[src/rtl/elastic_pipe_reg.sv]
// Elastic STAGES-deep valid/ready register chain; bubbles compress under backpressure.
// Optional PIPE_OCC_EN adds a registered occupancy count output (occ).
module elastic_pipe_reg #(
   parameter int WIDTH  = 16,
   parameter int STAGES = 4
) (
   input  logic                         clk,
   input  logic                         rst,
   input  logic                         flush,
   input  logic [WIDTH-1:0]             in_data,
   input  logic                         in_valid,
   output logic                         in_ready,
   output logic [WIDTH-1:0]             out_data,
   output logic                         out_valid,
`ifdef PIPE_OCC_EN
   output logic [$clog2(STAGES+1)-1:0]  occ,
`endif
   input  logic                         out_ready
);

   logic [WIDTH-1:0]  data_q    [STAGES];
   logic [WIDTH-1:0]  prev_data [STAGES];
   logic [STAGES-1:0] vld_q;
   logic [STAGES-1:0] prev_vld;
   logic [STAGES-1:0] take;
   logic              in_xfer;

   // A stage can take a new word unless it and every stage after it are full
   // while the output is stalled. Computed as a flat suffix scan to avoid a
   // bit-to-bit combinational chain inside one vector.
   always_comb begin
      take = '0;
      for (int i = 0; i < STAGES; i++) begin
         take[i] = out_ready;
         for (int j = i; j < STAGES; j++) begin
            if (!vld_q[j]) take[i] = 1'b1;
         end
      end
   end

   assign in_ready  = take[0] && !flush;
   assign in_xfer   = in_valid && in_ready;
   assign out_valid = vld_q[STAGES-1];
   assign out_data  = data_q[STAGES-1];

   always_comb begin
      prev_vld     = '0;
      prev_vld[0]  = in_xfer;
      prev_data[0] = in_data;
      for (int i = 1; i < STAGES; i++) begin
         prev_vld[i]  = vld_q[i-1];
         prev_data[i] = data_q[i-1];
      end
   end

   // Data registers only load on a valid incoming word so bubbles leave the
   // last word visible on out_data.
   always_ff @(posedge clk) begin
      if (rst) begin
         vld_q <= '0;
         for (int i = 0; i < STAGES; i++) data_q[i] <= '0;
      end else if (flush) begin
         vld_q <= '0;
      end else begin
         for (int i = 0; i < STAGES; i++) begin
            if (take[i]) begin
               vld_q[i] <= prev_vld[i];
               if (prev_vld[i]) data_q[i] <= prev_data[i];
            end
         end
      end
   end

`ifdef PIPE_OCC_EN
   localparam int OCC_W = $clog2(STAGES+1);

   logic             out_xfer;
   logic [OCC_W-1:0] occ_q;

   assign out_xfer = out_valid && out_ready;

   always_ff @(posedge clk) begin
      if (rst || flush) occ_q <= '0;
      else              occ_q <= occ_q + OCC_W'(in_xfer) - OCC_W'(out_xfer);
   end

   assign occ = occ_q;
`endif

endmodule

[config.mk]
export PLATFORM = sky130hd
export DESIGN_NAME = elastic_pipe_reg
export DESIGN_NICKNAME = d
export VERILOG_FILES = /design/src/rtl/elastic_pipe_reg.sv
export SDC_FILE = /design/constraint.sdc
export NUM_CORES = 1
export LEC_CHECK = 0
export ABC_CLOCK_PERIOD_IN_PS = 4950
export CAP_MARGIN = 10
export CORE_AREA = 4 4 89 91
export DETAILED_ROUTE_END_ITERATION = 7
export DIE_AREA = 0 0 93 95
export GPL_ROUTABILITY_DRIVEN = 1
export PLACE_DENSITY = 0.66
export RECOVER_POWER = 50
export SETUP_SLACK_MARGIN = 0.05
export SLEW_MARGIN = 20
export SYNTH_ARGS = -nofsm -noshare
export SYNTH_HDL_FRONTEND = slang
export SYNTH_SLANG_ARGS = --single-unit
export TNS_END_PERCENT = 20
[constraint.sdc]
create_clock -name clk -period 4.95 [get_ports clk]
set_input_delay 0.99 -clock clk [delete_from_list [all_inputs] [get_ports clk]]
set_output_delay 0.99 -clock clk [all_outputs]
set_load 0.01 [all_outputs]
==> flow_metrics.tcl, run 1 <==
set metrics [dict create \
    power.density_nw_per_um2 323.0 \
    slew_violations 40 \
    grt_pass1_wl_um 7458 \
    areaGrowthSynthToFinish_pct 12.33 \
    syn_inst 211 \
    leakagePower_nw 1.157 \
    wl_um 4303 \
    dieArea_um2 8835 \
    clock_skew_ns 0.004886 \
    path_clk_slew_ns 0.07 \
    rsz0062_at_grt "false" \
    syn_area_um2 3177 \
    die_w_um 93 \
    rows 31 \
    synthFlopType "edfxtp_1" \
    cts.path.max_buffers 2 \
    antenna_found_initial 0 \
    gp_congestion 0.7068 \
    die_h_um 95 \
    post-place-cells 314 \
    finalCritPeriodShare_pct 75.77 \
    drive_gt1_share_pct 14.29 \
    hold_viol 0 \
    cts_tree "done" \
    synth_edf_count 64 \
    fmax_ghz 0.2666 \
    violations "max-capacitance violations, max-slew violations" \
    worstSetupEndpointType "primary output" \
    async_flop_share_pct 0 \
    netlist.area_leader.share_pct 60.50 \
    min_period_ns 3.751 \
    worst_ir_drop_vdd_mv 0.1081 \
    ys_top_cells_by_count "64 x edfxtp_1, 32 x nor4b_1, 18 x inv_1, 17 x buf_4, 11 x a2111oi_2" \
    clkSinkCount 68 \
    start_util_pct 44.51 \
    cts_inserted_buffers 9 \
    setup-tns-final_ns 0 \
    synth_area_leaders "edfxtp_1 60%, nor4b_1 8.8%, a2111oi_2 5.2%, buf_4 4.0%, nor3b_2 3.9%" \
    place_hpwl_um 2795 \
    holdBufCountCts 0 \
    yosysTopAreaCell "edfxtp_1" \
    viasPerCell 4.903 \
    wire_per_inst_um 13.04 \
    n_antenna_cell 0 \
    drc 0 \
    cts_root_buffer "clkbuf_8" \
    syn_nets 232 \
    drv_cap 1 \
    worstSetupStartpointType "input pin" \
    relSlewSlack_pct -2.353 \
    crit_fanout 34 \
    max_slew.worst_pin.slew_ns 1.535 \
    drtIter0Drc 70 \
    post_cts_resized 0 \
    cts_setup_buffers 0 \
    numPortBuffers 38 \
    grtUsageTotal_pct 10.92 \
    yosysSeqAreaShare_pct 63.02 \
    layout.cells.non_filler 330 \
    grt-ovfl-total 0 \
    crit_required_ns 3.96 \
    ys_ff_latch 68 \
    fin_nets 247 \
    status "complete, but fails checks" \
    grt_max_degree 40 \
    drtAntennaViolNets 0 \
    htree_num_levels 3 \
    dr.pass1.iters 4 \
    io-pin-count 39 \
    setup_viol 0 \
    synth_area_per_cell_um2 15.06 \
    ys_types 33 \
    vias 1618 \
    grt_pass1_vias 1583 \
    coreArea_um2 7137 \
    critical_path_class "input pin to primary output" \
    crit_arrival_ns 2.76 \
    hp-class "flip-flop to flip-flop" \
    clk_latency_ns 0.33 \
    synthMostInstantiatedCell "edfxtp_1" \
    ys_warn_count 0 \
    nFillCells 630 \
]
==> sequential cells by signal, indices dropped and copies added, names as in the netlist <==
register,count
data_q,64
vld_q,4
==> cell families (layout without fill, tap and decap cells) <==
kind of cell,count (synthesis),in the layout,synth area share (%)
buffers and inverters,57,77,10.44
AOI/OAI and AO/OA,25,25,9.216
and+or+nand+nor,61,61,17.33
DFF,68,68,63.02
==> per-stage QoR <==
step | worst slack [ns] | utilization [%] | power [mW] | hold WS, ns | cell area (um^2)
after floorplan | 1.797 | - | 0.7274 | 0.5124 | 3177
after global placement | 1.180 | 48.56 | 0.7556 | 0.5355 | 3466
after detailed placement | 1.154 | 48.62 | 0.7566 | 0.5510 | 3470
after CTS | 1.135 | 51.17 | 1.172 | 0.5689 | 3652
after global routing | 0.8771 | 50.00 | 1.195 | 0.6070 | 3568
final | 1.199 | 50.00 | 1.153 | 0.5669 | 3568
==> metal layers <==
layer / global-route usage (%) / part of all wire [%]
met1: 13.53 / 46
met5: 0 / 0
met2: 16.86 / 47
met4: 8.425 / 2.5
met3: 2.072 / 4.9
==> worst max-delay path, cell delays in order <==
cell             delay [ns]
clkdlybuf4s50_1        0.54
and4b_1                0.22
buf_4                  0.24
a21oi_1                0.21
clkdlybuf4s50_1        0.56
==> final timing paths <==
check                           slack (ns)                     endpoint                   from  depth (start not counted)
worst max-delay path                  1.20                     in_ready              out_ready                          5
worst max register to register        2.77  data_q[0][31]$_SDFFCE_PN0P_  vld_q[0]$_SDFFE_PP0N_                          3
worst min-delay path                  0.57        vld_q[3]$_SDFFE_PP0N_  vld_q[2]$_SDFFE_PP0N_                          1
worst min register to register        0.57        vld_q[3]$_SDFFE_PP0N_  vld_q[2]$_SDFFE_PP0N_                          1
==> cells in the final DEF (no fill, tap or decap), drive strengths merged, types with 2 or more instances in the layout <==
cell / n
and3b: 2
o21ba: 2
dfxtp: 4
clkinv: 5
nor3b: 16
clkbuf: 13
dlygate4sd3: 19
or3b: 2
nor4b: 32
inv: 18
a2111oi: 16
nand2b: 2
o31ai: 3
a21oi: 2
clkdlybuf4s50: 19
edfxtp: 64
==> report_power, final <==
group / leakage (nW) / switching, mW / internal (mW)
clock network: 0.0911 / 0.190 / 0.227
registers: 0.679 / 0.00814 / 0.659
logic: 0.387 / 0.0331 / 0.0342
total: 1.16 / 0.232 / 0.921
==> area by class of cell <==
class	instances	area [um^2]	area share (%)
repair buffers	42	399.1	11.19
multi-input cells	86	789.5	22.12
inverters	19	71.32	1.999
clock buffers	10	127.6	3.576
flip-flops and latches	68	2002	56.10
clock inverters	6	55.05	1.543
well taps	99	123.9	3.471
Note: power is estimated with default switching activity, not from simulation.
==> inputs of run 2 (changes only) <==
Settings changed: ABC_CLOCK_PERIOD_IN_PS 4950 to 3800.
Clock period 4.95 ns to 3.8 ns, I/O delays scaled along.
==> run 2 against run 1 <==
The run now ends clean. Largest cell class unchanged. Clock-buffer cell count rose by 1. Hold slack gained 0.0055 ns. Sequential share of layout area fell by 0.93 points. Non-clock buffer count increased by 2. Global-route usage increased by 0.20 points. Critical path type unchanged. Clock power rose by 64%. Total power grew 43%.
==> flow_metrics.tcl, run 2 (synthesized netlist as in run 1, its figures left out) <==
set metrics [dict create \
    status "finished clean" \
    setup-tns-final_ns 0 \
    final.setup.worst_slack_ns 0.6439 \
    dr.pass1.iters 4 \
    min_period_ns 3.156 \
    worstSetupStartpointType "input pin" \
    io-pin-count 39 \
    grt_pass1_wl_um 7645 \
    rows 31 \
    n_antenna_cell 0 \
    slew_violations 0 \
    critical_path.startpoint "out_ready" \
    wire_per_inst_um 13.45 \
    placed_area_um2 3485 \
    numPortBuffers 38 \
    leakagePower_nw 1.198 \
    relSlewSlack_pct 15.23 \
    place_hpwl_um 2911 \
    grt-ovfl-total 0 \
    fin_nets 249 \
    holdCritStartpoint "vld_q[2]$_SDFFE_PP0N_" \
    cts_setup_buffers 0 \
    grt_max_degree 34 \
    final_common_cell "edfxtp_1" \
    wl_um 4467 \
    setup_viol 0 \
    worst_ir_drop_vdd_mv 0.1770 \
    drtAntennaViolNets 0 \
    layout.cells.non_filler 332 \
    cts_inserted_buffers 9 \
    dieArea_um2 8835 \
    vias 1656 \
    crit_arrival_ns 2.40 \
    hp-class "flip-flop to flip-flop" \
    largest_reg_flops 64 \
    drc 0 \
    die_h_um 95 \
    crit_fanout 4 \
    final_cell_mix "64 x edfxtp_1, 32 x nor4b_1, 19 x dlygate4sd3_1, 19 x clkdlybuf4s50_1, 18 x inv_1" \
    cts.path.max_buffers 2 \
    clkSinkCount 68 \
    clock_skew_ns 0.005181 \
    fmax_ghz 0.3168 \
    coreArea_um2 7137 \
    critical_path_class "input pin to primary output" \
    holdBufCountCts 0 \
    multi_input_area_um2 782.0 \
    largest-register "data_q" \
    grtUsageTotal_pct 11.12 \
    final_area_um2 3628 \
    drive_gt1_share_pct 15.45 \
    regArea_um2 2002 \
    areaGrowthSynthToFinish_pct 14.22 \
    viasPerCell 4.988 \
    gp_congestion 0.7284 \
    crit_required_ns 3.04 \
    largest_registers "data_q: 64 flops, vld_q: 4 flops" \
    hold_viol 0 \
    antenna_found_initial 0 \
    grt_pass1_vias 1649 \
    drv_cap 0 \
    nFillCells 648 \
    worstSetupEndpointType "primary output" \
    path_clk_slew_ns 0.06 \
    htree_num_levels 3 \
    hold-worst-slack_ns 0.5723 \
    post_cts_resized 0 \
    rsz0062_at_grt "false" \
    max_slew.worst_pin.slew_ns 1.272 \
    pre_cts_ws_ns 0.6648 \
    cts_root_buffer "clkbuf_8" \
    drtIter0Drc 62 \
    cts_tree "done" \
    clk_latency_ns 0.33 \
    timing.rr.start "vld_q[3]$_SDFFE_PP0N_" \
    power.density_nw_per_um2 452.9 \
    die_w_um 93 \
    finalCritPeriodShare_pct 83.05 \
    post-place-cells 316 \
    start_util_pct 44.51 \
]
[run 2: changes by cell type in the layout (fill, tap and decap cells not counted), moves of 2 or more]
cell | previous run | this run
a2111oi_2 | 2 | 0
bufinv_16 | 1 | 3
buf_4 | 1 | 4
clkinv_1 | 3 | 1
a2111oi_0 | 14 | 16
[run 2: report_power, final]
part | switching (mW) | internal [mW] | leakage [nW] | total [mW]
Combinational | 0.0458 | 0.0456 | 0.401 | 0.0914
Clock | 0.251 | 0.434 | 0.117 | 0.685
Sequential | 0.00838 | 0.859 | 0.679 | 0.867
[run 2: critical path, cell delays in order]
cell             delay (ns)
dlygate4sd3_1          0.61
and4b_1                0.23
a21oi_1                0.22
clkdlybuf4s50_1        0.58
[run 2: layout make-up]
class	count	share of cell area [%]
Timing Repair Buffer	44	11.52
Sequential cell	68	55.17
Clock buffer	11	3.621
Inverter	19	1.966
Multi-Input combinational cell	86	21.55
Clock inverter	5	2.759
Tap cell	99	3.414
[run 2: path summary, 6_finish.rpt]
path / endpoint / slack, ns / cells after the start
hold reg to reg: vld_q[3]$_SDFFE_PP0N_ / 0.57 / 1
hold / removal: vld_q[3]$_SDFFE_PP0N_ / 0.57 / 1
setup / recovery: in_ready / 0.64 / 4
setup reg to reg: data_q[0][61]$_SDFFCE_PN0P_ / 1.67 / 3
[run 2: stage by stage]
| stage | total power, mW | utilization (%) |
|---|---|---|
| CTS | 1.671 | 52.07 |
| global placement | 0.9847 | 48.77 |
| global route | 1.701 | 50.84 |
| floorplan | 0.9475 | - |
| finish | 1.643 | 50.84 |
| detailed placement | 0.9872 | 48.83 |
[run 2: layer usage]
metal / wire (um) / track usage, % / share of wire (%)
met2: 2033 / 16.74 / 46
met3: 196 / 2.470 / 4.4
met4: 129 / 8.425 / 2.9
met5: 0 / 0 / 0
met1: 2107 / 13.98 / 47
==> inputs of run 3 (changes only) <==
Settings changed: ABC_CLOCK_PERIOD_IN_PS 3800 to 2600, PLACE_DENSITY 0.66 to 0.69.
Clock period 3.8 ns to 2.6 ns, I/O delays scaled along.
==> run 3 against run 2 <==
Via count up 0.85%. Cell area rose by 1.6%. Total power up 43%. Register-to-register slack worse by 1.0 ns. Highest routed layer unchanged. Hold slack better by 0.0054 ns.
==> flow_metrics.tcl, run 3 (synthesized netlist as in run 1, its figures left out) <==
set metrics [dict create \
    worstSetupStartpointType "input pin" \
    cts_tree "done" \
    status "finished clean" \
    final_common_cell "edfxtp_1" \
    antenna_found_initial 0 \
    dr.pass1.iters 4 \
    crit_fanout 4 \
    place_hpwl_um 3048 \
    setup_viol 0 \
    largest-register "data_q" \
    grtUsageTotal_pct 11.57 \
    regArea_um2 2002 \
    cts_root_buffer "clkbuf_8" \
    gp_congestion 0.6951 \
    fmax_ghz 0.4295 \
    relSlewSlack_pct 25.98 \
    hold_viol 0 \
    pre_cts_ws_ns -0.02404 \
    hp-class "flip-flop to flip-flop" \
    crit_arrival_ns 1.81 \
    min_path_cells 1 \
    wire_per_inst_um 13.30 \
    r2r_cells 4 \
    die_w_um 93 \
    n_antenna_cell 0 \
    min_to "data_q[0][37]$_SDFFCE_PN0P_" \
    coreArea_um2 7137 \
    leakagePower_nw 1.212 \
    vias 1670 \
    cts.path.max_buffers 2 \
    drtIter0Drc 38 \
    holdBufCountCts 0 \
    numPortBuffers 38 \
    io-pin-count 39 \
    final.setup.worst_slack_ns 0.2719 \
    viasPerCell 4.970 \
    rrSetupSlack_ns 0.62 \
    fin_nets 253 \
    largest_registers "data_q: 64 flops, vld_q: 4 flops" \
    grt_pass1_vias 1636 \
    start_util_pct 44.51 \
    critical_path_class "input pin to primary output" \
    nFillCells 632 \
    largest_reg_flops 64 \
    drc 0 \
    clkSinkCount 68 \
    use_met2_pct 17.34 \
    final_util_pct 51.65 \
    holdCritStartpoint "data_q[0][21]$_SDFFCE_PN0P_" \
    grt-ovfl-total 0 \
    htree_num_levels 3 \
    areaGrowthSynthToFinish_pct 16.03 \
    wl_um 4468 \
    timing.rr.start "vld_q[0]$_SDFFE_PP0N_" \
    busiest_layer "met2" \
    final_area_um2 3686 \
    slew_violations 0 \
    min_period_ns 2.328 \
    cts_inserted_buffers 9 \
    placed_area_um2 3511 \
    worstSetupEndpointType "primary output" \
    multi_input_area_um2 825.8 \
    rsz0062_at_grt "false" \
    max_slew.worst_pin.slew_ns 1.108 \
    crit_required_ns 2.08 \
    clk_latency_ns 0.34 \
    rows 31 \
    die_h_um 95 \
    final_cell_mix "64 x edfxtp_1, 32 x nor4b_1, 20 x clkdlybuf4s50_1" \
    worst_ir_drop_vdd_mv 0.2280 \
    drv_cap 0 \
    power.density_nw_per_um2 636.0 \
    drtAntennaViolNets 0 \
    grt_util_met1_pct 14.32 \
    timing.rr.end "data_q[0][6]$_SDFFCE_PN0P_" \
    drive_gt1_share_pct 20.68 \
    grt_max_degree 34 \
    gr-usage-met3_pct 2.789 \
    dieArea_um2 8835 \
    grt_pass1_wl_um 7707 \
    finalCritPeriodShare_pct 89.54 \
    path_clk_slew_ns 0.07 \
    clock_skew_ns 0.005009 \
]
[run 3: final cells by class]
type | count | area share, %
clock buffer | 11 | 3.836
clock inverter | 5 | 2.037
tap | 99 | 3.360
timing repair buffer | 48 | 12.12
multi-input combinational | 86 | 22.40
sequential | 68 | 54.31
inverter | 19 | 1.935
[run 3: worst max-delay path by stage]
stage               from  cells after the start                           to
2_1_floorplan      flush                      3  data_q[0][48]$_SDFFCE_PN0P_
3_3_place_gp   out_ready                      4                     in_ready
3_5_place_dp   out_ready                      4                     in_ready
4_1_cts        out_ready                      4                     in_ready
5_1_grt            flush                      4  data_q[0][59]$_SDFFCE_PN0P_
6_report       out_ready                      4                     in_ready
[run 3: critical path, cell delays in order]
cell	delay (ns)
dlygate4sd3_1	0.60
and4b_1	0.24
a21oi_2	0.16
dlygate4sd2_1	0.28
[run 3: repair_timing]
item,4_1_cts,5_1_grt
setup endpoints to repair,1,0
resized for setup,2,0
setup buffers,0,0
endpoints found under the hold margin,0,0
[run 3: metrics by stage]
stage / instances / setup TNS [ns] / hold slack [ns] / total power [mW]
6_report: 336 / 0 / 0.5777 / 2.344
5_1_grt: 336 / 0 / 0.6099 / 2.433
2_1_floorplan: 211 / -0.7793 / 0.5124 / 1.385
3_5_place_dp: 320 / -0.02404 / 0.5677 / 1.447
4_1_cts: 336 / 0 / 0.5881 / 2.373
3_3_place_gp: 320 / -0.04076 / 0.5579 / 1.445
[run 3: metal layers]
| metal | vias up | wire length, um | share of wire, % |
|---|---|---|---|
| met3 | 12 | 223 | 5.0 |
| met5 | - | 0 | 0 |
| met1 | 777 | 1908 | 43 |
| met4 | 0 | 165 | 3.7 |
| met2 | 43 | 2171 | 49 |
| li1 | 838 | - | - |
[run 3: report_power, final]
group | internal [mW] | switching [mW] | leakage (nW)
registers | 1.26 | 0.0119 | 0.679
clock network | 0.561 | 0.372 | 0.113
logic | 0.0721 | 0.0723 | 0.420
total | 1.89 | 0.456 | 1.21
